<file path="src/rtl/xadc_dual_channel_reader_if.sv">
// Shared DRP address type and the AXI-Stream bundle
// used by the XADC dual-channel reader.
package xadc_pkg;
    typedef logic [6:0] xadc_drp_addr_t;
endpackage

// AXI-Stream bundle: tdata/tvalid from source, tready from sink.
interface axis_interface #(
    parameter int DATA_WIDTH = 16
);
    logic [DATA_WIDTH-1:0] tdata;
    logic                  tvalid;
    logic                  tready;

    modport Source (output tdata, output tvalid, input tready);
    modport Sink   (input tdata, input tvalid, output tready);
endinterface

</file>
<file path="src/rtl/xadc_dual_channel_reader.sv">
// Reads VAUX voltage and current results over the XADC DRP
// on each end-of-sequence and streams them as 12-bit samples.
module xadc_dual_channel_reader
    import xadc_pkg::*;
#(
    parameter int             XADC_DRP_DATA_WIDTH = 16,
    parameter xadc_drp_addr_t VOLTAGE_ADDR        = 7'h14,
    parameter xadc_drp_addr_t CURRENT_ADDR        = 7'h1C
) (
    input  logic                           xadc_dclk,
    input  logic                           xadc_reset,
    output xadc_drp_addr_t                 xadc_daddr,
    output logic                           xadc_den,
    input  logic                           xadc_drdy,
    input  logic [XADC_DRP_DATA_WIDTH-1:0] xadc_do,
    input  logic                           xadc_eos,
    axis_interface.Source                  voltage_channel,
    axis_interface.Source                  current_monitor_channel
);
    localparam int W = XADC_DRP_DATA_WIDTH;

    typedef enum logic [2:0] {
        IDLE,
        RD_VOLT,
        WAIT_VOLT,
        RD_CURR,
        WAIT_CURR
    } state_t;

    state_t         state;
    state_t         state_nxt;
    logic           v_valid;
    logic           c_valid;
    logic [W-1:0]   v_data;
    logic [W-1:0]   c_data;
    logic           v_busy;
    logic           c_busy;
    logic [W-1:0]   sample;
    logic           unused_low;

    // XADC results are left-justified; the low nibble is noise bits.
    assign sample     = {{(W-12){1'b0}}, xadc_do[W-1:W-12]};
    assign unused_low = ^xadc_do[W-13:0];

    // A channel still counts as busy unless it is handshaking now.
    assign v_busy = v_valid && !voltage_channel.tready;
    assign c_busy = c_valid && !current_monitor_channel.tready;

    assign voltage_channel.tdata          = v_data;
    assign voltage_channel.tvalid         = v_valid;
    assign current_monitor_channel.tdata  = c_data;
    assign current_monitor_channel.tvalid = c_valid;

    // State register.
    always_ff @(posedge xadc_dclk or posedge xadc_reset) begin
        if (xadc_reset) begin
            state <= IDLE;
        end else begin
            state <= state_nxt;
        end
    end

    // Next-state and DRP strobes; one read in flight at a time.
    always_comb begin
        state_nxt  = state;
        xadc_den   = 1'b0;
        xadc_daddr = '0;
        unique case (state)
            IDLE: begin
                if (xadc_eos && !v_busy && !c_busy) begin
                    state_nxt = RD_VOLT;
                end
            end
            RD_VOLT: begin
                xadc_den   = 1'b1;
                xadc_daddr = VOLTAGE_ADDR;
                state_nxt  = WAIT_VOLT;
            end
            WAIT_VOLT: begin
                xadc_daddr = VOLTAGE_ADDR;
                if (xadc_drdy) begin
                    state_nxt = RD_CURR;
                end
            end
            RD_CURR: begin
                xadc_den   = 1'b1;
                xadc_daddr = CURRENT_ADDR;
                state_nxt  = WAIT_CURR;
            end
            WAIT_CURR: begin
                xadc_daddr = CURRENT_ADDR;
                if (xadc_drdy) begin
                    state_nxt = IDLE;
                end
            end
            default: state_nxt = IDLE;
        endcase
    end

    // Voltage stream register: load on drdy, clear on handshake.
    always_ff @(posedge xadc_dclk or posedge xadc_reset) begin
        if (xadc_reset) begin
            v_valid <= 1'b0;
            v_data  <= '0;
        end else if (state == WAIT_VOLT && xadc_drdy) begin
            v_valid <= 1'b1;
            v_data  <= sample;
        end else if (v_valid && voltage_channel.tready) begin
            v_valid <= 1'b0;
        end
    end

    // Current stream register: load on drdy, clear on handshake.
    always_ff @(posedge xadc_dclk or posedge xadc_reset) begin
        if (xadc_reset) begin
            c_valid <= 1'b0;
            c_data  <= '0;
        end else if (state == WAIT_CURR && xadc_drdy) begin
            c_valid <= 1'b1;
            c_data  <= sample;
        end else if (c_valid && current_monitor_channel.tready) begin
            c_valid <= 1'b0;
        end
    end
endmodule

</file>
<file path="src/flat_wrapper.sv">
// flat-port wrapper written by rule: the top's interface ports become plain ports
module xadc_dual_channel_reader_flat import xadc_pkg::*;
#(
    parameter int             XADC_DRP_DATA_WIDTH = 16,
    parameter xadc_drp_addr_t VOLTAGE_ADDR        = 7'h14,
    parameter xadc_drp_addr_t CURRENT_ADDR        = 7'h1C
)
  (xadc_dclk, xadc_reset, xadc_daddr, xadc_den, xadc_drdy, xadc_do, xadc_eos, voltage_channel_tdata, voltage_channel_tvalid, voltage_channel_tready, current_monitor_channel_tdata, current_monitor_channel_tvalid, current_monitor_channel_tready);
  axis_interface #(.DATA_WIDTH(16)) voltage_channel_i ();
  axis_interface #(.DATA_WIDTH(16)) current_monitor_channel_i ();
  input  logic xadc_dclk;
  input  logic xadc_reset;
  output xadc_drp_addr_t xadc_daddr;
  output logic xadc_den;
  input  logic xadc_drdy;
  input  logic [XADC_DRP_DATA_WIDTH-1:0] xadc_do;
  input  logic xadc_eos;
  output wire logic [$bits(voltage_channel_i.tdata)-1:0] voltage_channel_tdata;
  output wire logic [$bits(voltage_channel_i.tvalid)-1:0] voltage_channel_tvalid;
  input wire logic [$bits(voltage_channel_i.tready)-1:0] voltage_channel_tready;
  output wire logic [$bits(current_monitor_channel_i.tdata)-1:0] current_monitor_channel_tdata;
  output wire logic [$bits(current_monitor_channel_i.tvalid)-1:0] current_monitor_channel_tvalid;
  input wire logic [$bits(current_monitor_channel_i.tready)-1:0] current_monitor_channel_tready;
  assign voltage_channel_tdata = voltage_channel_i.tdata;
  assign voltage_channel_tvalid = voltage_channel_i.tvalid;
  assign voltage_channel_i.tready = voltage_channel_tready;
  assign current_monitor_channel_tdata = current_monitor_channel_i.tdata;
  assign current_monitor_channel_tvalid = current_monitor_channel_i.tvalid;
  assign current_monitor_channel_i.tready = current_monitor_channel_tready;
  xadc_dual_channel_reader #(.XADC_DRP_DATA_WIDTH(XADC_DRP_DATA_WIDTH), .VOLTAGE_ADDR(VOLTAGE_ADDR), .CURRENT_ADDR(CURRENT_ADDR)) u_core (.xadc_dclk(xadc_dclk), .xadc_reset(xadc_reset), .xadc_daddr(xadc_daddr), .xadc_den(xadc_den), .xadc_drdy(xadc_drdy), .xadc_do(xadc_do), .xadc_eos(xadc_eos), .voltage_channel(voltage_channel_i), .current_monitor_channel(current_monitor_channel_i));
endmodule
</file>
<file path="config.mk">
export PLATFORM = sky130hd
export DESIGN_NAME = xadc_dual_channel_reader_flat
export DESIGN_NICKNAME = d
export VERILOG_FILES = /design/src/rtl/xadc_dual_channel_reader_if.sv /design/src/rtl/xadc_dual_channel_reader.sv /design/src/flat_wrapper.sv
export SDC_FILE = /design/constraint.sdc
export NUM_CORES = 1
export LEC_CHECK = 0
export ABC_AREA = 1
export CAP_MARGIN = 10
export CORE_MARGIN = 1.5
export CORE_UTILIZATION = 41
export CTS_CLUSTER_SIZE = 16
export DETAILED_ROUTE_END_ITERATION = 16
export PLACE_DENSITY = 0.86
export SYNTH_ARGS = -nofsm -noshare
export SYNTH_HDL_FRONTEND = slang
export SYNTH_SLANG_ARGS = --single-unit
</file>
<file path="constraint.sdc">
create_clock -name xadc_dclk -period 1.75 [get_ports xadc_dclk]
set_clock_uncertainty 0.1 [all_clocks]
set_input_delay 0.525 -clock xadc_dclk [delete_from_list [all_inputs] [get_ports xadc_dclk]]
set_output_delay 0.525 -clock xadc_dclk [all_outputs]
set_load 0.005 [all_outputs]
</file>
==> results <==
worst paths after layout:
kind                                                                startpoint  slack, ns                                                   to  depth (start not counted)
max                                                u_core.state[2]$_DFFE_PP0P_      -0.18                                        xadc_daddr[2]                          5
min                        u_core.current_monitor_channel.tdata[3]$_DFFE_PP0P_       0.39  u_core.current_monitor_channel.tdata[3]$_DFFE_PP0P_                          2
max reg2reg                                        u_core.state[2]$_DFFE_PP0P_      -0.02          u_core.voltage_channel.tdata[9]$_DFFE_PP0P_                         11
min reg2reg                u_core.current_monitor_channel.tdata[3]$_DFFE_PP0P_       0.39  u_core.current_monitor_channel.tdata[3]$_DFFE_PP0P_                          2
max in group asynchronous                                           xadc_reset       0.94                          u_core.state[2]$_DFFE_PP0P_                          3
min in group asynchronous                                           xadc_reset       0.44  u_core.current_monitor_channel.tdata[7]$_DFFE_PP0P_                          3
flip-flops by register name, indices dropped and copies added (netlist names):
register / flops
u_core.current_monitor_channel.tdata: 12
u_core.voltage_channel.tdata: 12
u_core.state: 3
u_core.current_monitor_channel.tvalid: 1
u_core.voltage_channel.tvalid: 1
synth_stat cells:
| master | number | area [um^2] |
|---|---|---|
| dfrtp_1 | 29 | 725.7 |
| nand4_1 | 1 | 6.260 |
| o21ai_2 | 24 | 210.2 |
| conb_1 | 1 | 3.750 |
| buf_6 | 3 | 33.78 |
| nand3_1 | 3 | 15.01 |
| nand3_4 | 2 | 35.03 |
| buf_4 | 13 | 97.59 |
| inv_1 | 17 | 63.81 |
| nor2_4 | 1 | 11.26 |
| buf_8 | 1 | 15.01 |
| nor2_2 | 2 | 12.51 |
| nand2_2 | 14 | 87.58 |
| inv_2 | 2 | 7.510 |
| nor3_1 | 1 | 5.000 |
| nor2_1 | 1 | 3.750 |
| o21ai_1 | 1 | 5.000 |
| nand2_1 | 23 | 86.33 |
final cells by class:
class                      instances  area [um^2]
multi-input combinational         85        578.1
timing repair buffer              86        803.3
clock buffer                       5        37.54
clock inverter                     1        5.005
tap                               46        57.56
sequential                        29        726.9
inverter                          19        73.82
fill                             278         1055
power groups by stage:
stage | sequential, uW | combinational [uW] | clock (uW)
after floorplan | 1210 | 799 | 0
after global placement | 1190 | 1710 | 0
after detailed placement | 1190 | 1760 | 0
after CTS | 1140 | 1940 | 364
after global routing | 1180 | 2310 | 395
final | 1150 | 2110 | 343
per-stage QoR:
| stage | hold slack [ns] | setup TNS, ns | setup slack, ns | utilization [%] | total power, uW |
|---|---|---|---|---|---|
| after global placement | 0.3667 | -0.6553 | -0.1361 | 60.26 | 2903 |
| after detailed placement | 0.3699 | -0.9867 | -0.1922 | 60.26 | 2955 |
| after floorplan | 0.3792 | 0 | 0.1826 | - | 2006 |
| after global routing | 0.4104 | -1.404 | -0.2431 | 68.39 | 3892 |
| after CTS | 0.3907 | -0.7465 | -0.1515 | 65.65 | 3449 |
| final | 0.3907 | -0.6584 | -0.1796 | 68.39 | 3601 |
cells by family (layout without fill, tap and decap cells):
kind of cell           count (synthesis)  count (layout)
other                                  1              12
flip-flops                            29              29
buffers and inverters                 36             111
AO/OA/AOI/OAI                         25              25
AND/OR/NAND/NOR                       48              48
worst max-delay path, delay by kind of cell (launching register included):
family	cells	cell delay (ns)
flops	1	0.44
buf+inv	3	0.35
simple gates	2	0.20
per-layer routing:
| layer | vias to the layer above | global-route usage, % | wire [um] |
|---|---|---|---|
| li1 | 579 | - | - |
| met1 | 542 | 20.77 | 1260 |
| met2 | 36 | 29.76 | 1670 |
| met3 | 4 | 7.867 | 142 |
| met4 | 0 | 6.991 | 28 |
| met5 | - | 0 | 0 |
cells in the final DEF (no fill, tap or decap), types with 2 or more instances in the layout:
cell type	n
buf_2	4
nor2_2	3
o21ai_2	24
nand3_4	3
inv_1	17
clkbuf_4	5
buf_12	4
conb_1	12
nand2_1	15
buf_4	31
nand2_4	3
clkbuf_16	2
dfrtp_1	28
clkdlybuf4s50_1	17
nand2_2	19
buf_6	2
dlygate4sd2_1	26
timing repair:
| item | in CTS | in global routing |
|---|---|---|
| cloned | 0 | 2 |
| gates resized for setup | 50 | 11 |
| setup buffers | 22 | 1 |
| pin swaps | 4 | 2 |
| setup endpoints to repair | 30 | 17 |
==> run metrics <==
n_diodes 0; sequential fraction of the synthesis area 50.92%; endpoints failing setup 16; Die X 61.96 um; global-route wire length before repair 4830 um; layout cells sized above 1 47.11%; synth unique cells 18; Pint 2327 uW; Reg clk slew, reported paths 0.08 ns; DR iter-0 viols 17; Synth Area in Compound Gates 15.10%; htree depth 2; final worst slack -0.1796 ns; placed insts 241; number of max-cap violations 0; Final Instance Area 0.002282 mm^2; switching power 1274 uW; status finished with violations; Clk network pwr share 9.5%; root buffer selected by CTS clkbuf_4; flop and latch count out of synthesis 29; DRC violations left 0; post-synthesis instance total 139; post-synthesis mux area share 0%; global-route usage over all layers 18.09%; WP data arrival 1.30 ns; # IOs 64; Antenna Nets Post-Route 0; Critical Path Sink Type output port; Synth Area in XOR/XNOR 0%; Crit Path Max Fanout 3; CTS Hold Bufs 0; Worst VDD drop 787.4 uV; P&R area growth vs syn 60.14%; YS warnings 0; Cell Count, Final, Fillers Out 271; worst hold path class reg2reg; core area 0.003337 mm^2; Vias 1161; Sink Count 29; vias in the first global route 1083; RSZ-0062 raised after global routing true; vias per cell 4.284; Max stage delay cell, worst path dfrtp_2; worst skew pair latency 0.31 ns; Final Critical Period 1.930 ns; main combinational cell family by area after synthesis simple AND/OR/NAND/NOR gates; Period Utilization, post-route 110.3%; number of CTS-inserted buffers 5; CTS Buffer Depth 2; post-synthesis simple-gate area fraction 18.44%; chip height 61.96 um; Wirelength per Cell 11.45 um; failing checks negative setup slack; DRT Wirelength 3102 um; WS Path Type reg2out; max-slew violations 0; row cnt 21; Cell Area, Synth 0.001425 mm^2; drt first pass iters 4; routability cong. 0.7512; dpl cell area 0.002011 mm^2; Final Hold Vio Count 0; Port Buffer Count 47; Pwr Density 1578 mW/mm^2; adder-cell share of the synthesized area 0%; largest net degree at the start of global routing 30; leakage power 0.001230 uW; starting density of the core 42.71%; GR Overflow Total 0; crit start category flip-flop; Gate power share 58.6%; CP Cell Sequence buf_4 > inv_4 > nand3_4 > nand4_1 > buf_2; Net Sw Frac 35.38%; post-DP HPWL 1963 um; sequential fraction of design power 31.9%; Die Area 0.003838 mm^2; # nets final 248; CTS tree yes; max incr delay on CP 0.44 ns; initial antenna violation count 0; syn_area_per_cell 10.25 um^2; fmax 518.2 MHz; Req. time, crit path 1.12 ns
Power figures use the tool's default switching activity.
